[config.mk]
export PLATFORM = sky130hd
export DESIGN_NAME = stack_engine
export DESIGN_NICKNAME = d
export VERILOG_FILES = /design/src/rtl/stack_pkg.sv /design/src/rtl/stack_regfile.sv /design/src/rtl/stack_engine.sv
export SDC_FILE = /design/constraint.sdc
export NUM_CORES = 1
export LEC_CHECK = 0
export BUFFER_PORTS_ARGS = -buffer_cell sky130_fd_sc_hd__buf_2
export CORE_MARGIN = 3
export CORE_UTILIZATION = 35
export CTS_BUF_LIST = sky130_fd_sc_hd__clkbuf_8
export CTS_CLUSTER_DIAMETER = 30
export CTS_CLUSTER_SIZE = 24
export DETAILED_ROUTE_END_ITERATION = 7
export SYNTH_ARGS = -nofsm -noshare
export SYNTH_HDL_FRONTEND = slang
export SYNTH_HIERARCHICAL = 1
export SYNTH_SLANG_ARGS = --single-unit
[constraint.sdc]
create_clock -name clk -period 3.15 [get_ports clk]
set_clock_uncertainty 0.2 [all_clocks]
set_input_delay 0.1575 -clock clk [delete_from_list [all_inputs] [get_ports clk]]
set_output_delay 0.1575 -clock clk [all_outputs]
set_load 0.03 [all_outputs]
[src/rtl/stack_pkg.sv]
// Shared stack command encodings and error codes for the operand stack and its controller.
package stack_pkg;

  typedef enum logic [2:0] {
    NOP     = 3'b000,
    PUSH    = 3'b001,
    POP     = 3'b010,
    REPLACE = 3'b011,
    DUP     = 3'b100,
    SWAP    = 3'b101,
    CLEAR   = 3'b110,
    ILLEGAL = 3'b111
  } op_e;

  localparam logic [1:0] ERR_NONE = 2'b00;
  localparam logic [1:0] ERR_OVF  = 2'b01;
  localparam logic [1:0] ERR_UDF  = 2'b10;
  localparam logic [1:0] ERR_ILL  = 2'b11;

endpackage

[src/rtl/stack_regfile.sv]
// Operand stack storage: two indexed write ports (for SWAP) and two combinational read ports.
module stack_regfile #(
  parameter int WIDTH = 8,
  parameter int DEPTH = 8,
  parameter int AW    = $clog2(DEPTH)
) (
  input  logic             clk,
  input  logic             we0,
  input  logic [AW-1:0]    waddr0,
  input  logic [WIDTH-1:0] wdata0,
  input  logic             we1,
  input  logic [AW-1:0]    waddr1,
  input  logic [WIDTH-1:0] wdata1,
  input  logic [AW-1:0]    raddr_top,
  input  logic [AW-1:0]    raddr_next,
  output logic [WIDTH-1:0] rd_top,
  output logic [WIDTH-1:0] rd_next
);

  // Rounded up to a power of two so any AW-bit index is in range; extra slots are never written.
  localparam int unsigned NSLOT = 1 << AW;

  logic [WIDTH-1:0] mem [NSLOT];

  always_ff @(posedge clk) begin
    if (we0) mem[waddr0] <= wdata0;
    if (we1) mem[waddr1] <= wdata1;
  end

  assign rd_top  = mem[raddr_top];
  assign rd_next = mem[raddr_next];

endmodule

[src/rtl/stack_engine.sv]
// Parametrised operand stack: one command per cycle, legality checks, occupancy count and sticky error latch.
module stack_engine
  import stack_pkg::*;
#(
  parameter int WIDTH = 8,
  parameter int DEPTH = 8,
  parameter int CW    = $clog2(DEPTH + 1)
) (
  input  logic             clk,
  input  logic             rst,
  input  logic [2:0]       op,
  input  logic [WIDTH-1:0] din,
  output logic [WIDTH-1:0] tos,
  output logic [WIDTH-1:0] nos,
  output logic [CW-1:0]    count,
  output logic             empty,
  output logic             full,
  output logic             err,
  output logic [1:0]       err_code
);

  localparam int AW = $clog2(DEPTH);

  logic [AW-1:0]    top_idx, next_idx, push_idx;
  logic [WIDTH-1:0] rd_top, rd_next;
  logic             we0, we1;
  logic [AW-1:0]    waddr0, waddr1;
  logic [WIDTH-1:0] wdata0, wdata1;
  logic [CW-1:0]    count_next;
  logic             fault, clr;
  logic [1:0]       fault_code;

  assign top_idx  = AW'(count - CW'(1));
  assign next_idx = AW'(count - CW'(2));
  assign push_idx = AW'(count);

  assign empty = (count == '0);
  assign full  = (count == CW'(DEPTH));
  assign tos   = empty ? '0 : rd_top;
  assign nos   = (count < CW'(2)) ? '0 : rd_next;

  stack_regfile #(
    .WIDTH (WIDTH),
    .DEPTH (DEPTH),
    .AW    (AW)
  ) u_regfile (
    .clk        (clk),
    .we0        (we0),
    .waddr0     (waddr0),
    .wdata0     (wdata0),
    .we1        (we1),
    .waddr1     (waddr1),
    .wdata1     (wdata1),
    .raddr_top  (top_idx),
    .raddr_next (next_idx),
    .rd_top     (rd_top),
    .rd_next    (rd_next)
  );

  always_comb begin
    we0        = 1'b0;
    we1        = 1'b0;
    waddr0     = top_idx;
    waddr1     = next_idx;
    wdata0     = din;
    wdata1     = rd_top;
    count_next = count;
    fault      = 1'b0;
    fault_code = ERR_NONE;
    clr        = 1'b0;
    case (op_e'(op))
      NOP: ;
      PUSH: begin
        if (full) begin
          fault = 1'b1; fault_code = ERR_OVF;
        end else begin
          we0 = 1'b1; waddr0 = push_idx; count_next = count + CW'(1);
        end
      end
      POP: begin
        if (empty) begin
          fault = 1'b1; fault_code = ERR_UDF;
        end else begin
          count_next = count - CW'(1);
        end
      end
      REPLACE: begin
        if (empty) begin
          fault = 1'b1; fault_code = ERR_UDF;
        end else begin
          we0 = 1'b1;
        end
      end
      // Empty is tested before full so a DUP on an empty stack reports underflow.
      DUP: begin
        if (empty) begin
          fault = 1'b1; fault_code = ERR_UDF;
        end else if (full) begin
          fault = 1'b1; fault_code = ERR_OVF;
        end else begin
          we0 = 1'b1; waddr0 = push_idx; wdata0 = rd_top; count_next = count + CW'(1);
        end
      end
      SWAP: begin
        if (count < CW'(2)) begin
          fault = 1'b1; fault_code = ERR_UDF;
        end else begin
          we0 = 1'b1; wdata0 = rd_next;
          we1 = 1'b1; wdata1 = rd_top;
        end
      end
      CLEAR:   clr = 1'b1;
      ILLEGAL: begin
        fault = 1'b1; fault_code = ERR_ILL;
      end
    endcase
  end

  always_ff @(posedge clk or negedge rst) begin
    if (!rst) begin
      count    <= '0;
      err      <= 1'b0;
      err_code <= ERR_NONE;
    end else if (clr) begin
      count    <= '0;
      err      <= 1'b0;
      err_code <= ERR_NONE;
    end else begin
      count <= count_next;
      if (fault && !err) begin
        err      <= 1'b1;
        err_code <= fault_code;
      end
    end
  end

endmodule

==> reports/results.ini <==
[critical_path]
critical_path.top_delay_family=multiplexers
crit_arrival_ns=2.95
startpoint_type=flop
end_kind=flop
critPathBufInv=2
path_max_fanout=10
crit_chain=inv_1, ha_1, xor2_2, buf_4, mux4_1, mux2_2, a22o_1, a21o_1, mux2_2
cpPeakStageDelay_ns=0.38
cp.depth=9
cp_data_required_time_ns=3.06
cp_slowest_cell=dfrtp_1
worstSetupPathType=flop to flop
crit_top_cell=mux2_2
r2r_cells=9

[floorplan]
ios=38
design.die.area_sq_um=16000
chipHeight_microns=126
die_width_microns=126
start_util_pct=36.1
rows=43
core-area_sq_um=14000

[pwr]
p_clk_share_pct=9.8
seq_power_share_pct=21.5
power_frac_comb_pct=68.6
power_density_nw_per_um2=1100
p_leak_nw=2.29
switching_share_pct=46.1
total_power_mw=6.59
p_int_mw=3.55
power_switching_mw=3.04
vdd_drop_max_mv=0.543

[logic_synthesis]
synthFlopType=edfxtp_1
synth_compound_area_share_pct=8.29
synthAdderAreaFrac_pct=1.48
synth_top_family_by_area=multiplexers
ys_seq_area_share_pct=41.4
synth_area_leader_cell=edfxtp_1
synth_area_sq_um=5070
synth_edf_count=64
syn-num-nets=374
synth.distinct_cells=58
ys_ff_latch=71
yosys_warnings=6
synth-simple-area-share_pct=8.79
syn_inst=355
synth_top_area_share_pct=37.9
synth_xor_area_share_pct=0.346
avgSynthCellArea_sq_um=14.3
synth.area.mux_share_pct=35.4
synthTopCellsByArea=edfxtp_1, mux2_2, mux4_1, dfrtp_1, nor2b_1
async_reset_ff_share_pct=9.86

[drt]
vias_per_cell=5.73
via_count=3522
drtIter0Drc=308
drt_wl_total_mm=13.9
wl_per_cell_microns=22.6
remaining_drc_errors=0
antenna_left=0
dr.pass1.iters=6

[clock_network]
clkLatencyLatePin_ns=0.36
cts_max_level=3
cts_root_buf=clkbuf_8
clockBufferDepth=2
cts_tree=done
cts_sinks=71
cts_inserted_buffers=9
clk_pin_slew_worst_paths_ns=0.08

[cells_and_area]
multi_input_area_sq_um=2820
areaGrowthSynthToFinish_pct=17.7
fin_cells=615
post-route-util_pct=42.5
seqCellArea_sq_um=2100
fill_cells=1243
layout.nets=449
final_layout_size_suffix_gt1_share_pct=49.0
antennaDiodeCount=0

[grt]
grt_max_degree=31
grt-ovfl-total=0
antenna_found_initial=0
grt_pass1_vias=3732
grt_pass1_wl_mm=21.3
grt_usage_pct=17.4

[timing]
slew_viol_final=0
fin_crit_sh_pct=96.6
worstMarginPinSlew_ns=0.700
maxSlewHeadroom_pct=53.1
timing_hold_violations_final=0
rsz0062_at_grt=yes
setup_viol=0
period_needed_ns=3.04
clock.fmax_mhz=329

[flow_run]
maxCapViolCount=0

[place]
io_buffers=37
hpwl_mm=9.68
placed_cells=596
gp_congestion=0.816

[hold_path]
hold_class=primary input to flop
holdPathStages=3

[outcome]
status=completed

Yosys cell counts, drive strengths merged, types with 3 or more instances:
cell,n
nand2b,5
o21ai,10
nor2,13
nand2,7
mux2i,4
a21o,9
nor3b,5
nor4bb,3
ha,6
mux4,32
a21boi,4
edfxtp,64
clkbuf,5
nor2b,17
a21oi,4
dfrtp,7
a22o,8
nand4b,5
mux2,82
buf,22
inv,8
final cells by class:
type | count | area share, %
inverters | 8 | 0.503
multi-input cells | 249 | 47.2
well taps | 180 | 3.78
clock inverters | 7 | 0.692
clock buffers | 9 | 2.08
repair buffers | 91 | 10.5
flip-flops and latches | 71 | 35.2
power groups by stage:
stage          logic, mW  registers, mW  clock network (mW)
2_1_floorplan       3.08           1.47                   0
3_3_place_gp        4.43           1.42                   0
3_5_place_dp        4.49           1.44                   0
4_1_cts             4.51           1.41               0.666
5_1_grt             4.83           1.44               0.702
6_report            4.52           1.42               0.649
metal layers:
metal | vias up | routed length, microns | GRT usage (%)
li1 | 1606 | - | -
met1 | 1806 | 5720 | 21.7
met2 | 85 | 7160 | 29.5
met3 | 25 | 581 | 2.95
met4 | 0 | 426 | 8.26
met5 | - | 0 | 0
state kept, by name, summed over array words and instances (netlist names):
signal and flops:
count 4, err 1, err_code 2, u_regfile/mem 64
cells by family after synthesis:
kind of cell / count (synthesis)
and+or+nand+nor: 68
muxes: 118
adders and majority gates: 6
AOI/OAI and AO/OA: 55
buffers and inverters: 35
xor gates and xnor gates: 2
DFF: 71
cells in the final DEF, fill, tap and decap left out, types with 5 or more instances in the layout:
cell,n
mux2_2,81
edfxtp_1,64
buf_4,48
buf_2,37
mux4_1,29
nor2b_1,17
nor2_1,13
a21o_1,9
clkbuf_8,9
inv_1,8
a22o_1,8
nand2_1,7
ha_1,6
nand4b_1,5
nand2b_1,5
dfrtp_1,5
worst min-delay path, delay by kind of cell:
| family | cells | cell delay, ns |
|---|---|---|
| buf+inv | 1 | 0.20 |
| simple gates | 1 | 0.13 |
| compound gates | 1 | 0.12 |
what timing repair did:
item,CTS,global route
buffers inserted,0,1
hold buffers,2,0
endpoints found under the setup margin,0,56
hold endpoints to repair,7,0
gates resized for setup,0,5
path summary, 6_finish.rpt:
path	slack, ns	end	start
max in group asynchronous	1.91	count[1]	rst
setup / recovery	0.11	u_regfile/mem[2][2]	count[0]
min in group asynchronous	0.56	count[3]	rst
hold / removal	0.08	err	op[2]
hold reg to reg	0.31	err_code[0]	err_code[0]
setup reg to reg	0.11	u_regfile/mem[2][2]	count[0]
metrics by stage:
| stage | TNS, ns | hold slack (ns) | worst slack [ns] | cell area (sq um) |
|---|---|---|---|---|
| after floorplan | -1.31 | -0.338 | -0.0311 | 5100 |
| after global placement | 0 | -0.197 | 0.176 | 5750 |
| after detailed placement | 0 | -0.195 | 0.102 | 5750 |
| after CTS | 0 | 0.0685 | 0.0963 | 5930 |
| after global routing | -0.767 | 0.118 | -0.0494 | 5960 |
| final | 0 | 0.0783 | 0.108 | 5960 |
Note: power is estimated with default switching activity, not from simulation.
